**src/rtl/factor_search_ctrl.sv**
```systemverilog
// Factor search controller: enumerates a<=b operand pairs, multiplies each with a
// shift-add datapath and compares against the target. Optional macro: FACTOR_SEARCH_PRUNE_EN.
module factor_search_ctrl #(
    parameter int W = 6
) (
    input  logic           clk,
    input  logic           rst_n,
    input  logic           start,
    input  logic           abort,
    input  logic [2*W-1:0] target,
    output logic           busy,
    output logic           done,
    output logic           found,
    output logic [W-1:0]   factor_a,
    output logic [W-1:0]   factor_b,
    output logic [2*W-1:0] trials
);

    localparam int TW = 2 * W;
    localparam int CW = $clog2(W + 1);
    localparam logic [W-1:0] OP_MAX = '1;

    typedef enum logic [2:0] {
        S_IDLE,
        S_INIT,
        S_MUL,
        S_CMP,
        S_DONE
    } state_t;

    state_t         state_q, state_d;
    logic [TW-1:0]  tgt_q, tgt_d;
    logic [W-1:0]   a_q, a_d;
    logic [W-1:0]   b_q, b_d;
    logic [TW-1:0]  prod_q, prod_d;
    logic [TW-1:0]  mcand_q, mcand_d;
    logic [W-1:0]   mplier_q, mplier_d;
    logic [CW-1:0]  cnt_q, cnt_d;
    logic           found_q, found_d;
    logic [W-1:0]   fa_q, fa_d;
    logic [W-1:0]   fb_q, fb_d;
    logic [TW-1:0]  trials_q, trials_d;
    logic           done_q, done_d;

    logic           load;
    logic [W-1:0]   a_new;
    logic [W-1:0]   b_new;

    always_comb begin
        state_d  = state_q;
        tgt_d    = tgt_q;
        a_d      = a_q;
        b_d      = b_q;
        prod_d   = prod_q;
        mcand_d  = mcand_q;
        mplier_d = mplier_q;
        cnt_d    = cnt_q;
        found_d  = found_q;
        fa_d     = fa_q;
        fb_d     = fb_q;
        trials_d = trials_q;
        done_d   = (state_q == S_DONE);
        load     = 1'b0;
        a_new    = a_q;
        b_new    = b_q;

        case (state_q)
            S_IDLE: begin
                if (start) begin
                    tgt_d    = target;
                    found_d  = 1'b0;
                    fa_d     = '0;
                    fb_d     = '0;
                    trials_d = '0;
                    state_d  = S_INIT;
                end
            end
            S_INIT: begin
                if (tgt_q < TW'(4)) begin
                    state_d = S_DONE;
                end else begin
                    a_new   = W'(2);
                    b_new   = W'(2);
                    load    = 1'b1;
                    state_d = S_MUL;
                end
            end
            S_MUL: begin
                if (mplier_q[0]) begin
                    prod_d = prod_q + mcand_q;
                end
                mcand_d  = mcand_q << 1;
                mplier_d = mplier_q >> 1;
                cnt_d    = cnt_q - 1'b1;
                if (cnt_q == '0) begin
                    state_d = S_CMP;
                end
            end
            S_CMP: begin
                trials_d = trials_q + 1'b1;
                if (prod_q == tgt_q) begin
                    found_d = 1'b1;
                    fa_d    = a_q;
                    fb_d    = b_q;
                    state_d = S_DONE;
                end else
`ifdef FACTOR_SEARCH_PRUNE_EN
                // Products only grow along b, so an overshoot ends this row; a
                // diagonal overshoot means every later row overshoots as well.
                if (prod_q > tgt_q) begin
                    if (b_q == a_q || a_q == OP_MAX) begin
                        state_d = S_DONE;
                    end else begin
                        a_new   = a_q + 1'b1;
                        b_new   = a_q + 1'b1;
                        load    = 1'b1;
                        state_d = S_MUL;
                    end
                end else
`endif
                if (b_q == OP_MAX) begin
                    if (a_q == OP_MAX) begin
                        state_d = S_DONE;
                    end else begin
                        a_new   = a_q + 1'b1;
                        b_new   = a_q + 1'b1;
                        load    = 1'b1;
                        state_d = S_MUL;
                    end
                end else begin
                    b_new   = b_q + 1'b1;
                    load    = 1'b1;
                    state_d = S_MUL;
                end
            end
            S_DONE: begin
                state_d = S_IDLE;
            end
            default: begin
                state_d = S_IDLE;
            end
        endcase

        if (load) begin
            a_d      = a_new;
            b_d      = b_new;
            prod_d   = '0;
            mcand_d  = {{W{1'b0}}, a_new};
            mplier_d = b_new;
            cnt_d    = CW'(W - 1);
        end

        if (abort && (state_q == S_INIT || state_q == S_MUL || state_q == S_CMP)) begin
            state_d  = S_IDLE;
            found_d  = 1'b0;
            fa_d     = '0;
            fb_d     = '0;
            trials_d = trials_q;
        end
    end

    always_ff @(posedge clk or negedge rst_n) begin
        if (!rst_n) begin
            state_q  <= S_IDLE;
            tgt_q    <= '0;
            a_q      <= '0;
            b_q      <= '0;
            prod_q   <= '0;
            mcand_q  <= '0;
            mplier_q <= '0;
            cnt_q    <= '0;
            found_q  <= 1'b0;
            fa_q     <= '0;
            fb_q     <= '0;
            trials_q <= '0;
            done_q   <= 1'b0;
        end else begin
            state_q  <= state_d;
            tgt_q    <= tgt_d;
            a_q      <= a_d;
            b_q      <= b_d;
            prod_q   <= prod_d;
            mcand_q  <= mcand_d;
            mplier_q <= mplier_d;
            cnt_q    <= cnt_d;
            found_q  <= found_d;
            fa_q     <= fa_d;
            fb_q     <= fb_d;
            trials_q <= trials_d;
            done_q   <= done_d;
        end
    end

    assign busy     = (state_q == S_INIT) || (state_q == S_MUL) || (state_q == S_CMP);
    assign done     = done_q;
    assign found    = found_q;
    assign factor_a = fa_q;
    assign factor_b = fb_q;
    assign trials   = trials_q;

endmodule
```
**config.mk**
```make
export PLATFORM = sky130hd
export DESIGN_NAME = factor_search_ctrl
export DESIGN_NICKNAME = d
export VERILOG_FILES = /design/src/rtl/factor_search_ctrl.sv
export SDC_FILE = /design/constraint.sdc
export NUM_CORES = 1
export LEC_CHECK = 0
export CAP_MARGIN = 10
export CORE_MARGIN = 2
export CORE_UTILIZATION = 25
export CTS_BUF_LIST = sky130_fd_sc_hd__clkbuf_8
export DETAILED_ROUTE_END_ITERATION = 10
export PLACE_DENSITY = 0.43
export SLEW_MARGIN = 15
export SYNTH_ARGS = -nofsm -noshare
export SYNTH_HDL_FRONTEND = slang
export SYNTH_SLANG_ARGS = --single-unit
```
**constraint.sdc**
```tcl
create_clock -name clk -period 4.6 [get_ports clk]
set_input_delay 0.69 -clock clk [delete_from_list [all_inputs] [get_ports clk]]
set_output_delay 0.69 -clock clk [all_outputs]
set_load 0.005 [all_outputs]
```
==> results of run 1 <==
how the worst max path moves through the flow:
stage | from | endpoint | slack [ps] | depth (start not counted)
CTS | state_q[1] | mplier_q[1] | 1880 | 6
finish | state_q[1] | mplier_q[1] | 1880 | 6
global route | state_q[1] | mplier_q[1] | 1530 | 6
global placement | start | trials[8] | 1780 | 7
detailed placement | start | trials[8] | 1790 | 7
floorplan | start | trials[8] | 2470 | 6
per-stage QoR:
stage | instances | hold WS (ps)
detailed placement | 734 | 474
floorplan | 476 | 394
global placement | 734 | 467
global route | 750 | 382
finish | 750 | 329
CTS | 750 | 349
synth_stat cells, drive strengths merged, types with 9 or more instances:
cell and n:
a21oi 39, a22o 10, and3 13, clkbuf 14, dfrtp 86, ha 16
inv 9, mux2 12, nand2 57, nand3 22, nor2 33, o21ai 33
xnor2 17, xor2 18
registers in the layout, summed over array words and instances (netlist names):
signal,flops
mcand_q,12
prod_q,12
tgt_q,12
trials,12
a_q,6
b_q,6
factor_a,6
factor_b,6
mplier_q,6
cnt_q,3
state_q,3
done,1
found,1
area by class of cell:
class / count / area [um^2]
clock buffer: 12 / 165
clock inverter: 4 / 22.5
fill: 1873 / 12500
inverter: 9 / 33.8
multi-input combinational: 361 / 2320
sequential: 86 / 2150
tap: 229 / 287
timing repair buffer: 49 / 470
power groups by stage:
| stage | Combinational (mW) | Sequential [mW] | Clock [mW] |
|---|---|---|---|
| after floorplan | 0.730 | 1.04 | 0 |
| after global placement | 0.920 | 1.11 | 0 |
| after detailed placement | 0.936 | 1.11 | 0 |
| after CTS | 0.939 | 1.10 | 0.550 |
| after global routing | 1.06 | 1.12 | 0.575 |
| final | 0.927 | 1.10 | 0.525 |
logic make-up (layout without fill, tap and decap cells):
group / count (synthesis) / count (layout) / synth area share, %
adder cells (fa/ha/maj): 17 / 17 / 4.81
AND/OR/NAND/NOR: 169 / 169 / 17.9
XOR/XNOR: 35 / 35 / 6.69
flip-flops: 86 / 86 / 47.0
AO/OA/AOI/OAI: 127 / 127 / 17.7
buffers and inverters: 29 / 74 / 2.73
multiplexers: 13 / 13 / 3.17
per-layer routing:
layer / vias to the layer above / track usage (%)
met5: - / 0
met4: 0 / 5.16
met3: 11 / 2.13
met2: 65 / 19.6
met1: 1839 / 18.0
li1: 1794 / -
==> results by stage, run 1 <==
Run status:
- The run finished with clean final reports.

Final layout:
- The growth of design area from synthesis to finish is 18.9%.
- Measured on the finished design, the core utilization comes to 30.3%.
- For this run, the post-layout net count is 549.
- The library cell used most frequently in the layout, excluding fill and tap cells, is sky130_fd_sc_hd__dfrtp_1.
- The number of diodes is 0.
- In the final layout, the share of cells above drive strength 1 is 8.83%.
- Summing all non-filler instances in the final layout gives an area of 0.00545 mm^2.
- The library cells used most frequently in the layout, excluding fill and tap cells, are 86 x sky130_fd_sc_hd__dfrtp_1, 57 x sky130_fd_sc_hd__nand2_1, 41 x sky130_fd_sc_hd__clkdlybuf4s50_1.

Power and ir drop:
- Per report_power, the clock group accounts for 20.6% of the total.
- The switching power share of the total is 38.8%.
- The worst voltage drop across the vdd grid is 0.174 mV.
- The sequential group share of total power is 43.0%.
- The combinational fraction of design power is 36.4%.
- For this design the total switching power over the nets is 0.989 mW.
- The power per unit of standard cell area is 468 mW/mm^2.
- The static power due to leakage is 2.29 nW.
- The internal power of the cells totals 1.56 mW.
- The total power after layout is 2.55 mW.

Placement:
- The total half-perimeter wirelength after legalization and detailed placement is 8550 um.
- After detailed placement, the total cell area comes to 0.00526 mm^2.
- The pre-CTS worst setup slack is 1790 ps.
- Input and output buffers added on the ports amount to 42.
- The final RePlAce weighted congestion is 0.838.

Setup path:
- The end of the worst register-to-register path is mplier_q[1].
- In this design, the stage delay of the slowest critical-path cell is 650 ps.
- By startpoint and endpoint, the worst setup path is classified as flip-flop to flip-flop.
- The setup check on the worst reg-to-reg path leaves a slack of 1880 ps.
- The critical path goes through or4_1 > o31ai_4 > a31oi_2 > nand2_1 > o21ai_0 > a21oi_1.
- The critical path launch point type is a flip-flop.
- The number of buffer and inverter instances along the worst setup path is 0.
- The worst-path cell with the longest stage delay is sky130_fd_sc_hd__nand2_1.
- The largest driver fanout on the critical path is 23.
- The number of cell instances on the worst register-to-register path is 6.
- The worst setup path is captured at a flip-flop.
- The required time at the worst-slack endpoint is 4920 ps.
- The worst register-to-register path begins at state_q[1].
- STA puts the critical path data arrival time at 3040 ps.
- The cell class contributing the biggest share of worst-path delay is simple AND/OR/NAND/NOR gates.

Floorplan:
- The count of pins on the block boundary is 43.
- The initial cell density of the core is 25.5%.
- Row generation in the floorplan step produced 49 rows.
- The placeable core region is 0.0180 mm^2.
- The area of the die is 0.0194 mm^2.
- The width of the die is 139 um.
- The die is 139 um tall.

Clock tree:
- The CTS H-tree depth is 3.
- After clock tree synthesis, the flow added hold-fix buffers numbering 0.
- TritonCTS built the clock tree.
- Clock tree synthesis found a total of 86 sinks.
- The number of clock buffers inserted by TritonCTS is 9.
- Clock latency on the worst-skew pair, taken at its later pin, is 390 ps.
- Gates resized during post-CTS repair numbered 0.
- The tree is rooted in a sky130_fd_sc_hd__clkbuf_8.
- In this run the post-CTS setup repair buffer count came out at 0.
- The clock edge transition at the registers on the reported setup and hold paths is 100 ps.
- The number of buffers between clock root and the deepest sink is 2.

Timing:
- The sum of negative setup slack is 0 ps.
- For the pin with the worst max-slew slack, the measured transition is 846 ps.
- The post-route minimum period is 2720 ps.
- The portion of the clock cycle consumed by the worst path in the final layout is 59.1%.
- The achievable clock frequency is 368 MHz.
- On the final layout, the worst clock skew is 20.8 ps.
- The relative max-transition margin is 43.5%.
- The number of hold violations in the final report came to 0.
- Setup repair after global routing left no endpoint under its margin.
- The worst-case setup margin in the final layout is 1880 ps.
- The total setup violations reported at the end of the flow is 0.
- The final number of max-transition violations is 0.

Global routing:
- The first global-routing pass estimated 19800 um of wire.
- The via count of the first global-routing pass is 3667.
- Entering global routing, the biggest net connects 48 pins.
- The total global routing overflow is 0.
- The initial antenna violation count is 0.
- Global routing used 12.8% of the available tracks.

Logic synthesis:
- The number of different library cells used by synthesis comes to 57.
- The post-synthesis cell type with the largest combined area is sky130_fd_sc_hd__dfrtp_1.
- A synthesized cell averages 9.63 um^2.
- The number of synthesis warnings is 0.
- In the post-synthesis netlist, the biggest area contributors are sky130_fd_sc_hd__dfrtp_1 47%, sky130_fd_sc_hd__nand2_1 4.7%, sky130_fd_sc_hd__ha_1 4.4%, sky130_fd_sc_hd__a21oi_1 4.2%, sky130_fd_sc_hd__o21ai_0 3.6%.
- The share of synthesized area in the top cell type comes to 47.0%.
- The cell area that synthesis handed to floorplanning was 0.00458 mm^2.
- The sequential element share of the synthesized area is 47.0%.
- The flip-flop cell with the highest count after synthesis is sky130_fd_sc_hd__dfrtp_1.
- Counting flops and latches in the post-synthesis netlist gives 86.
- The synthesized instance count is 476.
- The post-synthesis net count is 509.
- The fraction of registers with async set or reset after synthesis is 100%.
- The number of enable-type register cells in the synthesized netlist is 0.

Routing:
- For this block, the via count after detailed routing is 3709.
- The first detailed-routing pass took 6 iterations.
- The initial DRC count is 214.
- The overall routed net length is 12000 um.
- The number of nets with antenna violations after routing is 0.
- Dividing the detail-routed via count by the number of cells gives 4.95.
- For this run, design rule violations remaining after detail routing come to 0.
- Wire segments on met2 add up to 5540 um in the final route.
- After detailed routing, the average wire length per cell comes to 15.9 um.
- The met1 wire length is 5880 um.
- In the detailed route, the total length drawn on met3 is 359 um.
- The highest layer used for signal routing is met4.

Job:
- The reported max-cap violation count is 0.

Min path:
- The type of the most critical hold path is primary input to async pin.
Power figures use the tool's default switching activity.
==> inputs of run 2 (changes only) <==
clock period = 2.8 ns   (was 4.6 ns; I/O delays follow)
==> run 2 against run 1 <==
Compared with the run above:
- die area stayed put
- combinational power is 75% higher
- clock skew is 10 ps lower
- critical path type unchanged
==> results by stage, run 2 (synthesized netlist as in run 1, its figures left out) <==
Setup path:
- The end of the worst register-to-register path is factor_a[5].
- The last element of the critical path is factor_a[5].
- The number of buffer and inverter instances along the worst setup path is 1 (+1).
- Traced cell by cell, the critical path runs through xnor2_1 > nand4_1 > or3_1 > nor2_1 > nor3_1 > buf_4 > a22o_1.
- The maximum single-stage delay on the critical path came to 620 ps (-30 ps).
- The worst-path cell with the longest stage delay is sky130_fd_sc_hd__or3_1.
- The cell family contributing the most delay on the critical path is simple AND/OR/NAND/NOR gates.
- The arrival time reported for the critical path endpoint is 2570 ps (-470 ps).
- The largest driver fanout on the critical path is 11 (-52%).
- The critical path launch point type is a flip-flop.
- The timing startpoint of the critical path is tgt_q[11].
- The source of the worst register-to-register timing path is tgt_q[11].
- The critical path endpoint category is a flip-flop.
- The worst setup path is of the flip-flop to flip-flop kind.
- The register-to-register setup slack was 510 ps (-1370 ps).
- The instance count on the critical path is 7 (+1).
- The required time at the worst-slack endpoint is 3070 ps (-1850 ps).
- The number of cell instances on the worst register-to-register path was 7 (+1).

Job:
- The reported max-cap violation count is 0 (unchanged).

Final layout:
- The area taken by multi-input logic gates was 0.00232 mm^2 (unchanged).
- The number of diodes is 0 (unchanged).
- The ratio of cells with drive above 1 in the final layout is 10.7% (+1.9 points).
- The growth of design area from synthesis to finish is 22.3%.
- The design area was 0.00560 mm^2 (+2.9%).
- The final core utilization is 31.2% (+0.87 points).
- The final-stage net count was 559 (+1.8%).
- Leaving out fill and tap cells, the most frequent cells in the layout are 86 x sky130_fd_sc_hd__dfrtp_1, 57 x sky130_fd_sc_hd__nand2_1, 41 x sky130_fd_sc_hd__clkdlybuf4s50_1.
- The register area is 0.00215 mm^2 (unchanged).
- Leaving out fill and tap cells, the most frequent cell in the layout is sky130_fd_sc_hd__dfrtp_1.
- The number of fill cells is 1880 (+0.37%).

Floorplan:
- The count of pins on the block boundary came to 43 (unchanged).
- The number of rows created at floorplan is 49 (unchanged).
- The initial cell density of the core came to 25.5% (unchanged).
- The width of the die is 139 um (unchanged).
- The placeable core region is 0.0180 mm^2 (unchanged).
- The area of the die is 0.0194 mm^2 (unchanged).
- The y dimension of the die was 139 um (unchanged).

Global routing:
- The initial antenna violation count is 0 (unchanged).
- The pin count of the biggest net entering global routing is 55 (+15%).
- The wire length of the first global-routing pass is 20100 um (+1.6%).
- The overall track demand over capacity in global routing came to 13.0% (+0.23 points).
- The total global routing overflow is 0 (unchanged).
- The via count of the first global-routing pass is 3666 (-0.027%).

Routing:
- The detailed-route DRC error count is 0 (unchanged).
- The number of detailed-route iterations in the first pass is 4 (-2).
- The post-detailed-route wirelength per cell is 16.0 um (about the same).
- The initial DRC count is 205 (-4.2%).
- The via count is 3696 (-0.35%).
- The number of nets with antenna violations after routing is 0 (unchanged).
- The overall routed net length is 12100 um (+1.4%).
- The average via count per standard cell is 4.86 (-1.7%).

Min path:
- The worst hold path depth is 1.
- In this run the most critical hold path is launched from found.
- The tightest min-delay check is of the flip-flop to flip-flop type.

Timing:
- The worst-case setup margin in the final layout came to 508 ps (-1370 ps).
- Setup repair after global routing left no endpoint under its margin.
- The number of hold violations in the final report is 0 (unchanged).
- The portion of the clock cycle consumed by the worst path in the final layout was 81.9% (+23 points).
- The worst clock skew is 10.7 ps (-10.2 ps).
- The total setup violations reported at the end of the flow is 0 (unchanged).
- The achievable clock frequency is 436 MHz (+19%).
- The transition time of the tightest slew-check pin came to 876 ps (+30.0 ps).
- The sum of negative setup slack is 0 ps (unchanged).
- The relative max-transition margin is 41.1% (-2.4 points).
- The final number of max-transition violations is 0 (unchanged).
- The post-route minimum period is 2290 ps (-428 ps).

Power and ir drop:
- The static power due to leakage is 2.37 nW (+3.6%).
- The sequential group share of total power was 39.8% (-3.2 points).
- The power per unit of standard cell area is 800 mW/mm^2 (+71%).
- The worst voltage drop across the vdd grid is 0.346 mV (+99%).
- The combinational fraction of design power came to 36.2% (-0.2 points).
- The switching power share of the total is 37.3% (-1.5 points).
- The switching power total is 1.67 mW (+69%).
- The internal power contribution was 2.81 mW (+80%).
- The clock network fraction of design power came to 23.9% (+3.3 points).

Clock tree:
- TritonCTS built the clock tree.
- The CTS H-tree depth was 3 (unchanged).
- The post-CTS resize count is 0 (unchanged).
- The CTS root buffer is sky130_fd_sc_hd__clkbuf_8.
- The clock edge transition at the registers on the reported setup and hold paths is 90 ps (about the same).
- The number of buffers between clock root and the deepest sink came to 2 (unchanged).
- The sink count of the clock tree was 86 (unchanged).
- The clock network latency to the later pin of the worst-skew pair is 380 ps (about the same).
- The number of clock buffers inserted by TritonCTS is 9 (unchanged).

Placement:
- The instance area after placement is 0.00535 mm^2 (+1.8%).
- The total half-perimeter wirelength after legalization and detailed placement is 8720 um (+2.0%).
- The pre-CTS worst setup slack is 306 ps (-1480 ps).
- The total of buffers placed on input and output ports came to 42 (unchanged).
- The final RePlAce weighted congestion came to 0.807 (-3.6%).

Run status:
- The flow ran to the end, and the final reports show no timing, DRC or antenna violations.
run 2: cell types whose count changed in the layout (fill, tap and decap cells not counted):
cell / before / now
sky130_fd_sc_hd__buf_4: 8 / 15
sky130_fd_sc_hd__buf_12: 0 / 2
sky130_fd_sc_hd__dlygate4sd3_1: 0 / 1
sky130_fd_sc_hd__clkinvlp_4: 2 / 1
sky130_fd_sc_hd__inv_1: 11 / 9
sky130_fd_sc_hd__bufinv_16: 0 / 2
sky130_fd_sc_hd__inv_6: 0 / 1
run 2: power by group through the flow:
stage	sequential, mW	combinational [mW]	clock (mW)
after floorplan	1.71	1.20	0
after global placement	1.81	1.61	0
after detailed placement	1.81	1.63	0
after CTS	1.79	1.64	1.11
after global routing	1.83	1.85	1.15
final	1.79	1.62	1.07
run 2: what timing repair did:
item,CTS,global route
hold buffers,1,0
hold endpoints to repair,10,0
buffers inserted,0,0
run 2: per-stage QoR:
step	cells	hold WS [ps]	power, mW
2_1_floorplan	476	124	2.91
3_3_place_gp	743	409	3.42
3_5_place_dp	743	414	3.45
4_1_cts	760	502	4.54
5_1_grt	760	523	4.82
6_report	760	493	4.48
run 2: worst min path at each step:
stage | end | slack, ps
final | found | 490
after global routing | found | 520
after detailed placement | cnt_q[1] | 410
after floorplan | a_q[0] | 120
after CTS | mplier_q[5] | 500
after global placement | cnt_q[1] | 410
run 2: cell type report:
cell class	count	area share [%]
Clock buffer	12	2.95
Clock inverter	4	1.36
Multi-Input combinational cell	361	41.3
Timing Repair Buffer	59	10.2
Sequential cell	86	38.4
Tap cell	229	5.11
Inverter	9	0.603
run 2: worst register-to-register path, stage by stage, from the launching register on:
cell and delay [ps]:
sky130_fd_sc_hd__dfrtp_1 420, sky130_fd_sc_hd__xnor2_1 220, sky130_fd_sc_hd__nand4_1 210, sky130_fd_sc_hd__or3_1 630, sky130_fd_sc_hd__nor2_1 240, sky130_fd_sc_hd__nor3_1 100
sky130_fd_sc_hd__buf_4 190, sky130_fd_sc_hd__a22o_1 180
run 2: per-layer routing:
layer	up-vias	GRT usage, %	part of all wire, %
li1	1815	-	-
met1	1826	17.5	48
met2	44	21.1	48
met3	11	3.30	3.1
met4	0	3.40	1.1
met5	-	0	0
